--- config.mk ---
export PLATFORM = sky130hd
export DESIGN_NAME = mips_mem_arbiter
export DESIGN_NICKNAME = d
export VERILOG_FILES = /design/src/rtl/mips_pkg.sv /design/src/rtl/mips_mem_arbiter.sv
export SDC_FILE = /design/constraint.sdc
export NUM_CORES = 1
export LEC_CHECK = 0
export BUFFER_PORTS_ARGS = -buffer_cell sky130_fd_sc_hd__buf_2
export CAP_MARGIN = 10
export CORE_MARGIN = 3
export CORE_UTILIZATION = 45
export CTS_BUF_LIST = sky130_fd_sc_hd__clkbuf_8
export DETAILED_ROUTE_END_ITERATION = 16
export PLACE_DENSITY = 0.79
export SYNTH_ARGS = -nofsm -noshare
export SYNTH_HDL_FRONTEND = slang
export SYNTH_SLANG_ARGS = --single-unit
--- constraint.sdc ---
create_clock -name clk -period 2 [get_ports clk]
set_clock_uncertainty 0.1 [all_clocks]
set_input_delay 0.2 -clock clk [delete_from_list [all_inputs] [get_ports clk]]
set_output_delay 0.2 -clock clk [all_outputs]
set_load 0.01 [all_outputs]
--- src/rtl/mips_pkg.sv ---
// mips_pkg: shared types and constants for the mips pipeline memory arbiter
package mips_pkg;
  typedef enum logic [1:0] {IDLE, IF_BUSY, DM_BUSY, RESP} arb_state_t;
  localparam logic OWN_IF = 1'b0;
  localparam logic OWN_DM = 1'b1;
  localparam int DEF_ADDR_W = 32;
  localparam int DEF_DATA_W = 32;
endpackage

--- src/rtl/mips_mem_arbiter.sv ---
// mips_mem_arbiter: shares one memory port between fetch and data stages, data first with a starvation guard
module mips_mem_arbiter
  import mips_pkg::*;
#(
  parameter int ADDR_W = DEF_ADDR_W,
  parameter int DATA_W = DEF_DATA_W,
  parameter int STARVE_MAX = 4
) (
  input  logic              clk,
  input  logic              reset,
  input  logic              if_req,
  input  logic [ADDR_W-1:0] if_addr,
  output logic [DATA_W-1:0] if_rdata,
  output logic              if_ack,
  input  logic              dm_req,
  input  logic              dm_we,
  input  logic [ADDR_W-1:0] dm_addr,
  input  logic [DATA_W-1:0] dm_wdata,
  output logic [DATA_W-1:0] dm_rdata,
  output logic              dm_ack,
  output logic              stall_if,
  output logic              stall_mem,
  output logic              mem_req,
  output logic              mem_we,
  output logic [ADDR_W-1:0] mem_addr,
  output logic [DATA_W-1:0] mem_wdata,
  input  logic [DATA_W-1:0] mem_rdata,
  input  logic              mem_ack
);
  localparam logic [3:0] SMAX = 4'(STARVE_MAX);
  arb_state_t state_q, state_d;
  logic owner_q, mem_we_q, idle, dm_gnt, if_gnt;
  logic [ADDR_W-1:0] mem_addr_q;
  logic [DATA_W-1:0] mem_wdata_q, if_rdata_q, dm_rdata_q;
  logic [3:0] starve_q, starve_d;
  always_ff @(posedge clk) begin
    if (reset) state_q <= IDLE;
    else state_q <= state_d;
  end
  // Data wins unless fetch has waited through STARVE_MAX data grants.
  always_comb begin
    idle = state_q == IDLE;
    dm_gnt = idle & dm_req & ~(if_req & (starve_q == SMAX));
    if_gnt = idle & if_req & ~dm_gnt;
    state_d = idle ? (dm_gnt ? DM_BUSY : if_gnt ? IF_BUSY : IDLE)
            : state_q == RESP ? IDLE : mem_ack ? RESP : state_q;
    starve_d = (if_gnt | (idle & ~if_req)) ? 4'd0
             : (dm_gnt & if_req & (starve_q != SMAX)) ? starve_q + 4'd1 : starve_q;
  end
  always_comb begin
    mem_req = state_q == IF_BUSY || state_q == DM_BUSY;
    mem_we = mem_we_q;
    mem_addr = mem_addr_q;
    mem_wdata = mem_wdata_q;
    if_rdata = if_rdata_q;
    dm_rdata = dm_rdata_q;
    if_ack = state_q == RESP && owner_q == OWN_IF;
    dm_ack = state_q == RESP && owner_q == OWN_DM;
    stall_if = if_req & ~if_ack;
    stall_mem = dm_req & ~dm_ack;
  end
  always_ff @(posedge clk) begin
    if (reset) begin
      owner_q <= OWN_IF;
      mem_we_q <= 1'b0;
      mem_addr_q <= '0;
      mem_wdata_q <= '0;
      if_rdata_q <= '0;
      dm_rdata_q <= '0;
      starve_q <= 4'd0;
    end else begin
      if (dm_gnt | if_gnt) begin
        owner_q <= dm_gnt ? OWN_DM : OWN_IF;
        mem_we_q <= dm_gnt & dm_we;
        mem_addr_q <= dm_gnt ? dm_addr : if_addr;
      end
      if (dm_gnt) mem_wdata_q <= dm_wdata;
      if (state_q == IF_BUSY && mem_ack) if_rdata_q <= mem_rdata;
      if (state_q == DM_BUSY && mem_ack && !mem_we_q) dm_rdata_q <= mem_rdata;
      starve_q <= starve_d;
    end
  end
endmodule

======== Word-level counts from Yosys, hierarchy flattened ========
Index checks and enable logic that the tools add are counted.
operators by class
  add/subtract/negate cells ............... 1
  multipliers ............................. 0
  mux-type cells .......................... 7
  equality and inequality tests ........... 5
  bitwise operators ....................... 19
  divide/modulo/power cells ............... 0
  reduce and logical (&&, ||, !) cells .... 10
  order comparisons ....................... 0
  shifts and indexed selects .............. 0
operator list
  operator             number
  $mux 32              1
  $and 1x1->1          11
  $mux 2               4
  $not 1->1            6
  $logic_and 1x1->1    5
  $add 4x1->4 const B  1
  $eq 2x2->1 const B   2
  $eq 4x3->1 const B   1
  $ne 4x3->1 const B   1
  $reduce_bool 3->1    1
  $eq 2x1->1 const B   1
  $logic_not 2->1      1
  $mux 1               2
  $or 1x1->1           2
  $reduce_or 2->1      1
  $logic_not 1->1      1
  $logic_or 1x1->1     1
storage, ports and cells
  register bits after elaboration ......... 136
  memory bits (read-only) ................. 0
  output and inout bits ................... 134
  RAM bits ................................ 0
  latch bits .............................. 0
  memories kept ........................... 0
  logic and storage cells ................. 50

======== Logic depth before layout (Yosys ltp) ========
  word-level depth ........................ 9
  mapped depth ............................ 8
  mapped depth without buffers ............ 5

======== Worst setup path before layout ========
OpenSTA, ideal clock, no wires.
  path type ............................... reg2reg
  start point ............................. reg state_q[0]
  end point ............................... reg starve_q[3]
  buffers on the path ..................... 1
  stages on the path, launching flop included .. 7
  period minus slack after synthesis ...... 1.586 ns
  data arrival time ....................... 1.412 ns
  library setup time ...................... 0.074 ns
  required time ........................... 1.826 ns
  setup slack ............................. 0.414 ns
  cell sequence ........................... dfxtp_1 > inv_1 > ha_1 > buf_4 > nand3_1 > or4b_1 > a31oi_1
on the way
  longest elaborated chain between the ends .. 7
ends and longest elaborated chain
  what                       RTL line                text
  start, declared            mips_mem_arbiter.sv:31  arb_state_t state_q, state_d;
  start signal, assigned     mips_mem_arbiter.sv:38  else state_q <= state_d;
  $logic_not 2->1 *          mips_mem_arbiter.sv:42  idle = state_q == IDLE;
  $and 1x1->1 (2 in a row)   mips_mem_arbiter.sv:43  dm_gnt = idle & dm_req & ~(if_req & (starve_q == SMAX));
  $not 1->1                  mips_mem_arbiter.sv:44  if_gnt = idle & if_req & ~dm_gnt;
  $and 1x1->1                mips_mem_arbiter.sv:44
  $or 1x1->1                 mips_mem_arbiter.sv:47  starve_d = (if_gnt | (idle & ~if_req)) ? 4'd0
  $reduce_or 2->1 (no line)  --
  end signal, assigned       mips_mem_arbiter.sv:80  starve_q <= starve_d;
  end, declared              mips_mem_arbiter.sv:35  logic [3:0] starve_q, starve_d;
Mark *: on every way between the ends. The rest lies on a longest branch, timed or not.
A chain may end at the register's enable or synchronous reset.

======== Worst setup path after layout ========
  start point ............................. reg starve_q[0]
  end point ............................... reg mem_wdata_q[15] (netlist: mem_wdata[15])
on the way
  longest elaborated chain between the ends .. 4
ends and longest elaborated chain
  what                  RTL line                text
  $eq 4x3->1            mips_mem_arbiter.sv:43
  $and 1x1->1           mips_mem_arbiter.sv:43
  $not 1->1             mips_mem_arbiter.sv:43
  $and 1x1->1           mips_mem_arbiter.sv:43
  end signal, assigned  mips_mem_arbiter.sv:77  if (dm_gnt) mem_wdata_q <= dm_wdata;
  end, declared         mips_mem_arbiter.sv:34  logic [DATA_W-1:0] mem_wdata_q, if_rdata_q, dm_rdata_q;
Every way passes these cells.

==> results.txt <==
* Status: finished clean
- Number of top-level design ports: 268
- Die width: 115 um
* Combined buffer and inverter count along the critical path: 2
- Cell count of the worst hold path: 3
- For this run, global-route usage on met1 was measured as 35.9%.
- The region available for standard cell placement spans 11,500 um^2.
- After Yosys synthesis, and, or, nand and nor cells account for 15.7% of the synthesized area.
- Synth Register Bits: 136
- CTS placed an instance of sky130_fd_sc_hd__clkbuf_8 at the clock tree root.
- In this run the number of cells on the critical path is 6.
- The net count of the finished layout is 1,181.
* Summed instance area of the synthesized netlist: 5350 um^2
- Summed over all nets, the switching power comes to 0.00213 W.
* Count of routing violations after the opening detailed-route iteration: 817
- Multiplexer area fraction after synthesis: 0%
- Initial antenna violation count: 0
- Unique masters post-synth: 29
* Final wirelength: 20.8 mm
- Switching Fraction: 30.3%
- Critical path required time: 2.27 ns
- Global Route Usage Sum: 30.6%
- TritonCTS created 17 clock buffers.
* GR Layer Usage met3: 10.9%
- For the pin with the worst max-slew slack, the measured transition is 0.557 ns.
- Peak supply drop: 0.000488 V
- Syn nets: 814
- CTS tree: done
* Die height: 115 um
* Critical path, cell by cell: inv_1 > ha_1 > and4b_4 > buf_4 > o21ai_0 > a21oi_1
* CTS H-tree lvls: 4
- The initial utilization of the core area, before any placement, comes to 46.4%.
* Number of endpoints with negative hold slack in the final report: 0
* Path category of the worst min-delay check: input pin to flip-flop
- Reg-to-reg slack, setup: 0.19 ns
- After detailed routing, the number of vias per cell comes to 5.57.
- Floorplan die area: 13,200 um^2
* Count of input and output buffers: 267
- The slowest stage of the critical path is the sky130_fd_sc_hd__and4b_4 cell.
- Internal power summed over all cells: 0.00489 W
- The layer flagged by global routing as most heavily used is met2.
* Share of the clock period used by the worst path after layout: 90.6%
- Total half-perimeter wirelength after legalization and detailed placement: 11.5 mm
- Global placer's final weighted congestion: 0.792
- Of all nets on the critical path, the largest fanout is 21.
- Counting along the longest clock path gives a buffer depth of 2.
* Share of final-layout standard cells stronger than drive strength 1: 30.5%
* Clock latency at the later pin of the worst-skew pair: 0.42 ns
- Kind of launch point of the worst setup path: flip-flop
- 1st-pass router iterations: 6
- In this run the tightest slew margin relative to its limit is 62.9%.
* Vias after detailed routing: 6,665
- On the worst path, the slowest cell contributes a delay of 0.40 ns.
- For this design the static power due to leakage is 3.80 nW.
- Of the total synthesized cell area, the portion taken by full adders, half adders and majority gates is 1.40%.
- Slack of the critical path: 0.188 ns
* Number of global-route vias before repair: 6,414
- Yosys Warn Count: 0
- Share of the synthesized area in compound gates (AO/OA/AOI/OAI): 26.2%
- Layout area overhead: 58.6%
- Kind of end point of the critical path: flip-flop
* Part of the power in registers: 43.7%
- After global routing the overflow that remains totals 0.
* Cell Rows: 39
- Pin count of the biggest net entering global routing: 55
- Setup repair after global routing left no endpoint under its margin.
- Combinational logic is responsible for 22.8% of the overall power.
- Prior to clock tree synthesis, the placed netlist has a worst setup slack of 0.179 ns.
* WP data arrival: 2.08 ns
- Main combinational cell family by area after synthesis: compound AO/OA/AOI/OAI gates
- Post-synthesis area per instance: 7.94 um^2
- Clk network pwr share: 33.5%
- The first global-routing pass estimated 32.5 mm of wire.
- At the end of the flow the core is filled with cells to 73.7%.
- For this run, the register share of the synthesized area comes to 50.9%.
- On the critical path the largest part of the delay comes from simple AND/OR/NAND/NOR gates.
- After technology mapping, the gate count stands at 674.
- Max-cap violations in this run came to 0.
* ANT cells: 0
- In this run the power density over the cells is 827 nW/um^2.
- Global routing consumed, on the met2 layer, 49.0% of the routing resources.
* R2R depth: 6
- Subtracting the final worst setup slack from the clock period gives 1.81 ns.
- Final Max Tran Viols: 0
- Setup tns final: 0 ns
- Timing would allow up to 552 MHz.
- Post-CTS repair timing setup buffer count: 0
- Routed WL per cell: 17.4 um
- Setup violations, final: 0
- DRC: 0
* Clk pin slew, worst setup/hold paths: 0.09 ns
* TritonCTS sink count: 136
- The count of nets left with antenna violations once routing finished came out at 0.
* Setup CP Type: flip-flop to flip-flop
- Of the total synthesized cell area, the portion taken by XOR and XNOR cells is 0%.
[worst register-to-register path, delay by kind of cell (launching register included)]
family / cells / cell delay (ns)
AOI/OAI and AO/OA: 2 / 0.32
adders and majority gates: 1 / 0.22
buffers and inverters: 2 / 0.37
DFF: 1 / 0.35
and+or+nand+nor: 1 / 0.40
[routing by layer]
layer / routed length [um] / part of all wire, % / up-vias
met2: 9740 / 47 / 468
met3: 2250 / 11 / 81
met4: 954 / 4.6 / 0
li1: - / - / 3077
met5: 0 / 0 / -
met1: 7860 / 38 / 3039
[power by group through the flow]
stage                     clock (W)  sequential (W)  combinational [W]
final                       0.00235         0.00307            0.00160
after global routing        0.00250         0.00309            0.00174
after CTS                   0.00238         0.00306            0.00153
after detailed placement          0         0.00311            0.00133
after global placement            0         0.00311            0.00132
after floorplan                   0         0.00322           0.000635
[final timing paths]
kind	to	from
min reg2reg	dm_rdata[24]	dm_rdata[24]
min	mem_addr[11]	dm_addr[11]
max reg2reg	mem_wdata[15]	starve_q[0]
max	mem_wdata[15]	starve_q[0]
[kinds of logic after synthesis]
family / Yosys count
AND/OR/NAND/NOR: 192
buffers and inverters: 72
adder cells (fa/ha/maj): 6
flip-flops: 136
AO/OA/AOI/OAI: 268
[synth_stat cells]
master                       n  share of area [%]
sky130_fd_sc_hd__and4b_1     2               0.37
sky130_fd_sc_hd__or3b_2      1               0.16
sky130_fd_sc_hd__buf_4       5               0.70
sky130_fd_sc_hd__buf_6       1               0.21
sky130_fd_sc_hd__o21ai_2     1               0.16
sky130_fd_sc_hd__nand4b_1    1               0.16
sky130_fd_sc_hd__or4b_1      1               0.19
sky130_fd_sc_hd__a21oi_1   132                 12
sky130_fd_sc_hd__nor2b_1     3               0.35
sky130_fd_sc_hd__nand2_1   133                9.3
sky130_fd_sc_hd__a32oi_1     1               0.16
sky130_fd_sc_hd__buf_1       2               0.14
sky130_fd_sc_hd__nand3b_1    2               0.28
sky130_fd_sc_hd__and3b_1     1               0.16
sky130_fd_sc_hd__a41o_1      1               0.19
sky130_fd_sc_hd__o21ai_0    98                9.2
sky130_fd_sc_hd__and2_1      3               0.35
sky130_fd_sc_hd__a31oi_1    34                4.0
sky130_fd_sc_hd__dfxtp_1   136                 51
sky130_fd_sc_hd__nor4_1      1               0.12
sky130_fd_sc_hd__inv_1       6               0.42
sky130_fd_sc_hd__nand3_1    34                3.2
sky130_fd_sc_hd__nand2b_1    4               0.47
sky130_fd_sc_hd__ha_1        6                1.4
sky130_fd_sc_hd__o21a_1      1               0.14
sky130_fd_sc_hd__buf_2      13                1.2
sky130_fd_sc_hd__clkbuf_1   45                3.2
sky130_fd_sc_hd__nand4_1     3               0.35
sky130_fd_sc_hd__nor2_1      3               0.21
[through the flow]
stage / cell area, um^2 / total power [W] / std cells / hold slack [ns]
6_report: 8490 / 0.00702 / 1197 / 0.0547
5_1_grt: 8490 / 0.00733 / 1197 / 0.0478
4_1_cts: 8480 / 0.00697 / 1197 / 0.000802
3_5_place_dp: 6780 / 0.00445 / 1036 / 0.343
3_3_place_gp: 6780 / 0.00443 / 1036 / 0.339
2_1_floorplan: 5350 / 0.00385 / 674 / 0.236
[what timing repair did]
| action | in CTS | in global routing |
|---|---|---|
| endpoints found under the setup margin | 0 | 6 |
| hold endpoints to repair | 133 | 0 |
| hold buffers | 129 | 0 |
| gates resized for setup | 0 | 2 |
[flip-flops by register name, indices dropped and copies added (netlist names)]
signal and cells:
dm_rdata 32, mem_addr 32, owner_q 1, if_rdata 32, mem_wdata 32, mem_we 1, state_q 2, starve_q 4
[final cells by class]
type | instances | area, um^2
fillers | 827 | 3030
flip-flops and latches | 136 | 2720
well taps | 143 | 179
clock buffers | 17 | 234
inverters | 6 | 22.5
clock inverters | 15 | 176
multi-input cells | 466 | 2320
repair buffers | 414 | 2830
[cells in the final DEF, fill, tap and decap left out, drive strengths merged]
cell type,instances
a21oi,132
a31oi,34
a32oi,1
a41o,1
and2,3
and3b,1
and4b,2
buf,285
bufinv,3
clkbuf,17
clkinv,6
clkinvlp,1
dfxtp,136
dlygate4sd3,129
ha,6
inv,11
nand2,133
nand2b,4
nand3,34
nand3b,2
nand4,3
nand4b,1
nor2,3
nor2b,3
nor4,1
o21a,1
o21ai,99
or3b,1
or4b,1
No activity file was read; power rests on OpenSTA's default activity.
